--- src/rtl/adc_calib_pkg.sv ---
`default_nettype none
//==============================================================================
// Package     : adc_calib_pkg
// Description : Shared constants and helpers for the ADC calibration pipeline.
//               - FRAC_BITS / MULT_UNITY : Q2.16 gain format (0x10000 = 1.0)
//               - ROUND_CONST            : half-LSB added before the shift
//               - COEF_ADD / COEF_MULT   : coefficient-kind select encodings
//               - sat_max() / sat_min()  : signed clamp bounds for a sample width
// Revision    : 1.0 - initial release
//==============================================================================
package adc_calib_pkg;

    localparam int          FRAC_BITS   = 16;
    localparam logic [17:0] MULT_UNITY  = 18'h10000;
    localparam int          ROUND_CONST = 1 << 15;

    localparam logic COEF_ADD  = 1'b0;
    localparam logic COEF_MULT = 1'b1;

    // Clamp bounds derived from the sample width (ADC_CHDATA_SIZE at the call site).
    function automatic longint sat_max(input int width);
        return (longint'(1) << (width - 1)) - 1;
    endfunction

    function automatic longint sat_min(input int width);
        return -(longint'(1) << (width - 1));
    endfunction

endpackage
`default_nettype wire

--- src/rtl/adc_calib_lane.sv ---
`default_nettype none
//==============================================================================
// Module      : adc_calib_lane
// Description : One calibration lane, stages S2..S4 (multiply, round + offset,
//               saturate), plus an optional 2^k block averager after S4.
// Ports       : clk, rst_n        - clock, synchronous active-low reset
//               i_valid           - S1 sample valid
//               i_sample          - S1 signed sample
//               i_mult / i_add    - S1 coefficient snapshot (Q2.16 gain, LSB offset)
//               i_decim_log2      - decimation exponent (ADC_CALIB_DECIM_EN only)
//               o_valid / o_data  - calibrated result strobe and value
//               o_clamp           - S3 result is being clamped at this edge
// Config      : ADC_CALIB_DECIM_EN enables the averaging stage.
// Revision    : 1.0 - initial release
//==============================================================================
module adc_calib_lane
    import adc_calib_pkg::*;
#(
    parameter int ADC_CHDATA_SIZE = 16,
    parameter int ADC_CALIB_SIZE  = 18
`ifdef ADC_CALIB_DECIM_EN
    ,
    parameter int DECIM_MAX_LOG2  = 4
`endif
) (
    input  logic                              clk,
    input  logic                              rst_n,
    input  logic                              i_valid,
    input  logic signed [ADC_CHDATA_SIZE-1:0] i_sample,
    input  logic signed [ADC_CALIB_SIZE-1:0]  i_mult,
    input  logic signed [ADC_CALIB_SIZE-1:0]  i_add,
`ifdef ADC_CALIB_DECIM_EN
    input  logic [$clog2(DECIM_MAX_LOG2+1)-1:0] i_decim_log2,
`endif
    output logic                              o_valid,
    output logic [ADC_CHDATA_SIZE-1:0]        o_data,
    output logic                              o_clamp
);

    localparam int PROD_W = ADC_CHDATA_SIZE + ADC_CALIB_SIZE;
    // Rounded product plus offset, with two guard bits so the add never wraps.
    localparam int SUM_W  = PROD_W - FRAC_BITS + 2;

    localparam logic signed [SUM_W-1:0] c_sat_max = SUM_W'(sat_max(ADC_CHDATA_SIZE));
    localparam logic signed [SUM_W-1:0] c_sat_min = SUM_W'(sat_min(ADC_CHDATA_SIZE));

    // ---------------- S2: product ----------------
    logic                             r_s2_valid;
    logic signed [PROD_W-1:0]         r_s2_prod;
    logic signed [ADC_CALIB_SIZE-1:0] r_s2_add;

    always_ff @(posedge clk) begin
        if (!rst_n) begin
            r_s2_valid <= 1'b0;
            r_s2_prod  <= '0;
            r_s2_add   <= '0;
        end else begin
            r_s2_valid <= i_valid;
            r_s2_prod  <= PROD_W'(i_sample) * PROD_W'(i_mult);
            r_s2_add   <= i_add;
        end
    end

    // ---------------- S3: round half up, then offset ----------------
    logic signed [PROD_W-1:0] w_rounded;
    logic signed [SUM_W-1:0]  w_sum;
    logic                     r_s3_valid;
    logic signed [SUM_W-1:0]  r_s3_sum;

    assign w_rounded = (r_s2_prod + PROD_W'(ROUND_CONST)) >>> FRAC_BITS;
    assign w_sum     = SUM_W'(w_rounded) + SUM_W'(r_s2_add);

    always_ff @(posedge clk) begin
        if (!rst_n) begin
            r_s3_valid <= 1'b0;
            r_s3_sum   <= '0;
        end else begin
            r_s3_valid <= r_s2_valid;
            r_s3_sum   <= w_sum;
        end
    end

    // ---------------- S4: saturate ----------------
    logic                              w_hi;
    logic                              w_lo;
    logic signed [ADC_CHDATA_SIZE-1:0] w_sat_data;
    logic                              r_s4_valid;
    logic signed [ADC_CHDATA_SIZE-1:0] r_s4_data;

    assign w_hi       = (r_s3_sum > c_sat_max);
    assign w_lo       = (r_s3_sum < c_sat_min);
    assign w_sat_data = w_hi ? c_sat_max[ADC_CHDATA_SIZE-1:0] :
                        w_lo ? c_sat_min[ADC_CHDATA_SIZE-1:0] :
                               r_s3_sum[ADC_CHDATA_SIZE-1:0];
    assign o_clamp    = r_s3_valid & (w_hi | w_lo);

    always_ff @(posedge clk) begin
        if (!rst_n) begin
            r_s4_valid <= 1'b0;
            r_s4_data  <= '0;
        end else begin
            r_s4_valid <= r_s3_valid;
            if (r_s3_valid) begin
                r_s4_data <= w_sat_data;
            end
        end
    end

`ifdef ADC_CALIB_DECIM_EN
    // ---------------- Block averager ----------------
    localparam int K_W   = $clog2(DECIM_MAX_LOG2 + 1);
    localparam int ACC_W = ADC_CHDATA_SIZE + DECIM_MAX_LOG2;
    localparam int CNT_W = (DECIM_MAX_LOG2 > 0) ? DECIM_MAX_LOG2 : 1;

    logic [K_W-1:0]                    r_k;
    logic [K_W-1:0]                    w_k_in;
    logic [K_W-1:0]                    w_k;
    logic [CNT_W-1:0]                  r_cnt;
    logic signed [ACC_W-1:0]           r_acc;
    logic signed [ACC_W-1:0]           w_acc_next;
    logic signed [ADC_CHDATA_SIZE-1:0] w_avg;
    logic                              w_block_done;
    logic                              r_out_valid;
    logic [ADC_CHDATA_SIZE-1:0]        r_out_data;

    always_comb begin
        w_k_in       = (int'(i_decim_log2) > DECIM_MAX_LOG2) ? K_W'(DECIM_MAX_LOG2) : i_decim_log2;
        // The exponent is latched on the first sample of a block and held to its end.
        w_k          = (r_cnt == '0) ? w_k_in : r_k;
        w_acc_next   = r_acc + ACC_W'(r_s4_data);
        w_block_done = (int'(r_cnt) == ((1 << w_k) - 1));
        w_avg        = ADC_CHDATA_SIZE'(w_acc_next >>> w_k);
    end

    always_ff @(posedge clk) begin
        if (!rst_n) begin
            r_k         <= '0;
            r_cnt       <= '0;
            r_acc       <= '0;
            r_out_valid <= 1'b0;
            r_out_data  <= '0;
        end else begin
            r_out_valid <= 1'b0;
            if (r_s4_valid) begin
                r_k <= w_k;
                if (w_block_done) begin
                    r_acc       <= '0;
                    r_cnt       <= '0;
                    r_out_valid <= 1'b1;
                    r_out_data  <= w_avg;
                end else begin
                    r_acc <= w_acc_next;
                    r_cnt <= r_cnt + 1'b1;
                end
            end
        end
    end

    assign o_valid = r_out_valid;
    assign o_data  = r_out_data;
`else
    assign o_valid = r_s4_valid;
    assign o_data  = r_s4_data;
`endif

endmodule
`default_nettype wire

--- src/rtl/adc_calib_pipe.sv ---
`default_nettype none
//==============================================================================
// Module      : adc_calib_pipe
// Description : Runtime per-channel offset/gain calibration with saturation.
//               Owns the shadow/active coefficient banks, the S1 sample +
//               coefficient snapshot and the sticky saturation flags; the
//               arithmetic lives in one adc_calib_lane per channel.
// Ports       : i_sys_clock    - clock
//               i_reset        - synchronous reset, active-low
//               i_valid/i_data - input strobe and packed channel samples
//               i_coef_we/sel/kind/data - shadow coefficient write
//               i_coef_commit  - copy every shadow coefficient to active
//               i_decim_log2   - averaging exponent k
//               i_sat_clear    - clear sticky saturation flags
//               o_valid/o_data - result strobe and packed calibrated samples
//               o_sat          - sticky per-channel saturation flags
// Config      : ADC_CALIB_DECIM_EN adds a 2^k averaging stage (latency 5);
//               without it i_decim_log2 is ignored (latency 4).
// Revision    : 1.0 - initial release
//==============================================================================
module adc_calib_pipe
    import adc_calib_pkg::*;
#(
    parameter int NB_CHANNELS     = 2,
    parameter int ADC_CHDATA_SIZE = 16,
    parameter int ADC_CALIB_SIZE  = 18,
    parameter int DECIM_MAX_LOG2  = 4
) (
    input  logic                                    i_sys_clock,
    input  logic                                    i_reset,
    input  logic                                    i_valid,
    input  logic [NB_CHANNELS*ADC_CHDATA_SIZE-1:0]  i_data,
    input  logic                                    i_coef_we,
    input  logic [((NB_CHANNELS > 1) ? $clog2(NB_CHANNELS) : 1)-1:0] i_coef_sel,
    input  logic                                    i_coef_kind,
    input  logic [ADC_CALIB_SIZE-1:0]               i_coef_data,
    input  logic                                    i_coef_commit,
    input  logic [$clog2(DECIM_MAX_LOG2+1)-1:0]     i_decim_log2,
    input  logic                                    i_sat_clear,
    output logic                                    o_valid,
    output logic [NB_CHANNELS*ADC_CHDATA_SIZE-1:0]  o_data,
    output logic [NB_CHANNELS-1:0]                  o_sat
);

    logic signed [ADC_CALIB_SIZE-1:0]  r_sh_mult  [NB_CHANNELS];
    logic signed [ADC_CALIB_SIZE-1:0]  r_sh_add   [NB_CHANNELS];
    logic signed [ADC_CALIB_SIZE-1:0]  r_act_mult [NB_CHANNELS];
    logic signed [ADC_CALIB_SIZE-1:0]  r_act_add  [NB_CHANNELS];

    logic                              r_s1_valid;
    logic signed [ADC_CHDATA_SIZE-1:0] r_s1_sample [NB_CHANNELS];
    logic signed [ADC_CALIB_SIZE-1:0]  r_s1_mult   [NB_CHANNELS];
    logic signed [ADC_CALIB_SIZE-1:0]  r_s1_add    [NB_CHANNELS];

    logic [NB_CHANNELS-1:0]            w_lane_valid;
    logic [NB_CHANNELS-1:0]            w_lane_clamp;
    logic [ADC_CHDATA_SIZE-1:0]        w_lane_data [NB_CHANNELS];
    logic [NB_CHANNELS-1:0]            r_sat;

    // Commit reads the shadow bank before this edge's write lands, so a
    // simultaneous write only reaches the shadow copy.
    always_ff @(posedge i_sys_clock) begin
        if (!i_reset) begin
            for (int c = 0; c < NB_CHANNELS; c++) begin
                r_sh_mult[c]  <= ADC_CALIB_SIZE'(MULT_UNITY);
                r_sh_add[c]   <= '0;
                r_act_mult[c] <= ADC_CALIB_SIZE'(MULT_UNITY);
                r_act_add[c]  <= '0;
            end
        end else begin
            if (i_coef_commit) begin
                for (int c = 0; c < NB_CHANNELS; c++) begin
                    r_act_mult[c] <= r_sh_mult[c];
                    r_act_add[c]  <= r_sh_add[c];
                end
            end
            if (i_coef_we && (int'(i_coef_sel) < NB_CHANNELS)) begin
                case (i_coef_kind)
                    COEF_MULT: r_sh_mult[i_coef_sel] <= i_coef_data;
                    COEF_ADD:  r_sh_add[i_coef_sel]  <= i_coef_data;
                endcase
            end
        end
    end

    // S1: the snapshot takes the active bank as it stood before any commit
    // on this same edge.
    always_ff @(posedge i_sys_clock) begin
        if (!i_reset) begin
            r_s1_valid <= 1'b0;
            for (int c = 0; c < NB_CHANNELS; c++) begin
                r_s1_sample[c] <= '0;
                r_s1_mult[c]   <= '0;
                r_s1_add[c]    <= '0;
            end
        end else begin
            r_s1_valid <= i_valid;
            for (int c = 0; c < NB_CHANNELS; c++) begin
                r_s1_sample[c] <= i_data[c*ADC_CHDATA_SIZE +: ADC_CHDATA_SIZE];
                r_s1_mult[c]   <= r_act_mult[c];
                r_s1_add[c]    <= r_act_add[c];
            end
        end
    end

    generate
        for (genvar c = 0; c < NB_CHANNELS; c++) begin : g_lane
`ifdef ADC_CALIB_DECIM_EN
            adc_calib_lane #(
                .ADC_CHDATA_SIZE (ADC_CHDATA_SIZE),
                .ADC_CALIB_SIZE  (ADC_CALIB_SIZE),
                .DECIM_MAX_LOG2  (DECIM_MAX_LOG2)
            ) u_lane (
                .clk          (i_sys_clock),
                .rst_n        (i_reset),
                .i_valid      (r_s1_valid),
                .i_sample     (r_s1_sample[c]),
                .i_mult       (r_s1_mult[c]),
                .i_add        (r_s1_add[c]),
                .i_decim_log2 (i_decim_log2),
                .o_valid      (w_lane_valid[c]),
                .o_data       (w_lane_data[c]),
                .o_clamp      (w_lane_clamp[c])
            );
`else
            adc_calib_lane #(
                .ADC_CHDATA_SIZE (ADC_CHDATA_SIZE),
                .ADC_CALIB_SIZE  (ADC_CALIB_SIZE)
            ) u_lane (
                .clk      (i_sys_clock),
                .rst_n    (i_reset),
                .i_valid  (r_s1_valid),
                .i_sample (r_s1_sample[c]),
                .i_mult   (r_s1_mult[c]),
                .i_add    (r_s1_add[c]),
                .o_valid  (w_lane_valid[c]),
                .o_data   (w_lane_data[c]),
                .o_clamp  (w_lane_clamp[c])
            );
`endif
            assign o_data[c*ADC_CHDATA_SIZE +: ADC_CHDATA_SIZE] = w_lane_data[c];
        end
    endgenerate

`ifdef ADC_CALIB_DECIM_EN
`else
    logic w_unused_decim;
    assign w_unused_decim = ^i_decim_log2;
`endif

    // All lanes share one valid chain, so their strobes are identical.
    assign o_valid = &w_lane_valid;

    // Sticky flags: a clamp on the same edge as a clear still sets the flag.
    always_ff @(posedge i_sys_clock) begin
        if (!i_reset) begin
            r_sat <= '0;
        end else begin
            r_sat <= (i_sat_clear ? '0 : r_sat) | w_lane_clamp;
        end
    end

    assign o_sat = r_sat;

endmodule
`default_nettype wire

--- config.mk ---
export PLATFORM = sky130hd
export DESIGN_NAME = adc_calib_pipe
export DESIGN_NICKNAME = d
export VERILOG_FILES = /design/src/rtl/adc_calib_pkg.sv /design/src/rtl/adc_calib_lane.sv /design/src/rtl/adc_calib_pipe.sv
export SDC_FILE = /design/constraint.sdc
export NUM_CORES = 2
export LEC_CHECK = 0
export ABC_AREA = 1
export ABC_CLOCK_PERIOD_IN_PS = 12200
export CAP_MARGIN = 15
export CORE_UTILIZATION = 62
export CTS_CLUSTER_SIZE = 12
export DETAILED_ROUTE_END_ITERATION = 10
export PLACE_DENSITY = 0.9
export SYNTH_ARGS = -nofsm -noshare
export SYNTH_HDL_FRONTEND = slang
export SYNTH_SLANG_ARGS = --single-unit
--- constraint.sdc ---
create_clock -name i_sys_clock -period 12.2 [get_ports i_sys_clock]
set_input_delay 1.83 -clock i_sys_clock [delete_from_list [all_inputs] [get_ports i_sys_clock]]
set_output_delay 1.83 -clock i_sys_clock [all_outputs]
set_load 0.03 [all_outputs]
==> results.sh <==
export IMPL_crit_top_cell="fa_1"
export IMPL_grt_pass1_vias=32804
export IMPL_drive_gt1_share_pct=1.82
export IMPL_root_buffer="clkbuf_16"
export IMPL_cts_resized=0
export IMPL_path_cells="nand2_1, inv_1, fa_1, fa_1, fa_1, fa_1, fa_1, inv_1, fa_1, inv_1, ha_1, nand2_1, nor2_1, nand2_1, nor4_1, nand2_1, nand3_1, nand2_1, nor2_1"
export IMPL_drt_iter0_drc=2774
export IMPL_yosysUniqueCellTypes=37
export IMPL_placed_cell_area_um2=39400
export IMPL_via_per_inst=5.45
export IMPL_critPathLaunchType="flip-flop"
export IMPL_final_period_utilization_pct=53.3
export IMPL_synth_top_cells_by_area="fa_1 30%, dfxtp_1 13%, inv_1 13%, nand2_1 12%, edfxtp_1 11%"
export IMPL_synth_fp_nets=5618
export IMPL_hold_viol_final=0
export IMPL_critPathKind="flip-flop to flip-flop"
export IMPL_wl_per_cell_um=17.4
export IMPL_globalplace_congestion=0.958
export IMPL_n_fill_cell=4312
export IMPL_worst_pin_slew_ns=1.12
export IMPL_path_clk_slew_ns=0.06
export IMPL_dieHeight_um=250
export IMPL_die_x_um=250
export IMPL_synth_top_area_cell="fa_1"
export IMPL_grt_util_all_layers_pct=32.2
export IMPL_syn_inst=4773
export IMPL_power_density_nw_per_um2=109
export IMPL_post_route_cell_area_um2=40600
export IMPL_synth_seq_cells=398
export IMPL_drc=0
export IMPL_fmax_mhz=154
export IMPL_fin_tns_setup_ns=0
export IMPL_via_count=30272
export IMPL_hpwl_um=71100
export IMPL_initial_core_util_pct=63.0
export IMPL_pwr_share_clk_pct=27.1
export IMPL_core_region_area_um2=60500
export IMPL_antenna_left=0
export IMPL_cts_buffers=41
export IMPL_end_kind="flip-flop"
export IMPL_leakagePower_nw=23.3
export IMPL_clk_path_buf_depth=3
export IMPL_switchingPower_mw=1.70
export IMPL_ios=96
export IMPL_clkLatencyLatePin_ns=0.59
export IMPL_cp_max_fo=17
export IMPL_status="complete, no violations"
export IMPL_cts_setup_buffers=0
export IMPL_n_antenna_cell=0
export IMPL_seqPwrFrac_pct=37.9
export IMPL_fin_crit_ns=6.51
export IMPL_area_growth_pct=6.70
export IMPL_die_area_um2=62400
export IMPL_maxCapViolations=0
export IMPL_synth_async_reset_ratio_pct=0
export IMPL_crit_arrival_ns=7.02
export IMPL_postLayoutCoreUtil_pct=67.2
export IMPL_grt_max_degree=122
export IMPL_slew_violations=0
export IMPL_grt_pass1_wl_um=160000
export IMPL_yosys_warnings=0
export IMPL_finalClockSkew_ns=0.0215
export IMPL_numClockSinks=398
export IMPL_hold_path_class="flip-flop to flip-flop"
export IMPL_drt_wl_total_um=96800
export IMPL_vdd_drop_max_v=0.0000958
export IMPL_htreeDepth=2
export IMPL_setup_viol=0
export IMPL_port_buffer_count=92
export IMPL_synth_edf_count=144
export IMPL_cts_tree="yes"
export IMPL_p_sw_share_pct=38.3
export IMPL_rows=90
export IMPL_ctsHoldBuffers=0
export IMPL_yosys_most_used_dff="dfxtp_1"
export IMPL_firstDrtPassIters=9
export IMPL_p_int_mw=2.73
export IMPL_ys_seq_area_share_pct=24.7
export IMPL_cp_data_required_time_ns=12.71
export IMPL_rsz0062_at_grt="false"
export IMPL_overflow=0
export IMPL_slowest_stage="fa_1"
export IMPL_slew_headroom_pct=24.7
export IMPL_layout_nets=5591
export IMPL_netlist_area_leader_share_pct=30.5
export IMPL_hold_ws_ns=0.416
export IMPL_synth_avg_cell_area_um2=7.98
export IMPL_max_stage_delay_ns=0.96
export IMPL_synth_cell_area_um2=38100
export IMPL_synth_commonest_cells="1328 x inv_1, 1183 x nand2_1, 580 x fa_1"
export IMPL_combPwrFrac_pct=35.1
export IMPL_synth_most_common_cell="inv_1"
export IMPL_antenna_found_initial=2
state kept, by name, summed over array words and instances (netlist names):
| signal | count |
|---|---|
| g_lane.u_lane.r_s2_prod | 38 |
| g_lane.u_lane.r_s3_sum | 38 |
| r_act_mult | 36 |
| r_s1_mult | 36 |
| g_lane.u_lane.r_s2_add | 36 |
| r_sh_mult | 36 |
| r_s1_add | 36 |
| r_s1_valid | 1 |
| g_lane.u_lane.o_data | 32 |
| g_lane.u_lane.o_valid | 1 |
| g_lane.u_lane.r_s2_valid | 1 |
| r_act_add | 36 |
| r_s1_sample | 32 |
| r_sh_add | 36 |
| g_lane.u_lane.r_s3_valid | 1 |
| o_sat | 2 |
cell usage in the layout (no fill, tap or decap), drive strengths merged, types with 4 or more instances in the layout:
master            n
edfxtp          144
o21bai            8
o21ai           126
a21oi           186
fa              580
or2              10
nand3b            5
xnor2            14
nor3             18
nand3            83
xor2             27
o21a             10
inv            1328
nand2          1188
clkinv           16
nor3b             4
a21o              6
clkbuf           63
nor2            373
buf              10
clkdlybuf4s50    91
nand4            14
dfxtp           254
nor4              6
ha              204
final cells by class:
type | instances | area, um2 | share of cell area, %
clock inverters | 11 | 108 | 0.265
repair buffers | 101 | 990 | 2.44
inverters | 1333 | 5000 | 12.3
multi-input cells | 2871 | 23000 | 56.6
well taps | 782 | 978 | 2.41
clock buffers | 63 | 1130 | 2.78
flip-flops and latches | 398 | 9410 | 23.2
logic make-up after synthesis:
kind of cell	share of synthesized area [%]
simple gates	17.6
buf+inv	14.9
fa+ha+maj	37.2
flops	24.7
compound gates	4.70
xor+xnor	0.943
power by group through the flow:
stage                     Sequential, mW  Clock, mW  Combinational [mW]
after floorplan                     1.62          0                1.12
after global placement              1.69          0                1.46
after detailed placement            1.70          0                1.52
after CTS                           1.67       1.20                1.54
after global routing                1.69       1.26                1.75
final                               1.68       1.20                1.55
critical path: cells and delay by family, from the launching register on:
kind / cells / cell delay (ns)
adder cells (fa/ha/maj): 7 / 3.92
buffers and inverters: 3 / 0.29
flip-flops: 1 / 0.88
AND/OR/NAND/NOR: 9 / 1.30
layer usage:
metal / up-vias / routed length, um / global-route usage [%] / part of all wire (%)
met2: 1564 / 49200 / 57.2 / 51
met5: - / 23 / 0 / 0.024
met1: 14502 / 34100 / 36.8 / 35
li1: 13706 / - / - / -
met3: 496 / 7550 / 5.17 / 7.8
met4: 4 / 5870 / 18.5 / 6.1
per-stage QoR:
step	setup slack, ns	std cells	total power [mW]
global route	5.38	5559	4.70
CTS	5.78	5559	4.42
floorplan	6.71	4773	2.74
finish	5.69	5559	4.43
global placement	5.96	5485	3.15
detailed placement	5.85	5485	3.21
worst paths after layout:
| kind | from | to | slack (ns) | cells past startpoint |
|---|---|---|---|---|
| max reg2reg | r_s1_sample[0][1] | g_lane[0].u_lane.r_s2_prod[30] | 5.69 | 19 |
| max | r_s1_sample[0][1] | g_lane[0].u_lane.r_s2_prod[30] | 5.69 | 19 |
| min | r_s1_add[0][12] | g_lane[0].u_lane.r_s2_add[12] | 0.42 | 2 |
| min reg2reg | r_s1_add[0][12] | g_lane[0].u_lane.r_s2_add[12] | 0.42 | 2 |
Note: power is estimated with default switching activity, not from simulation.
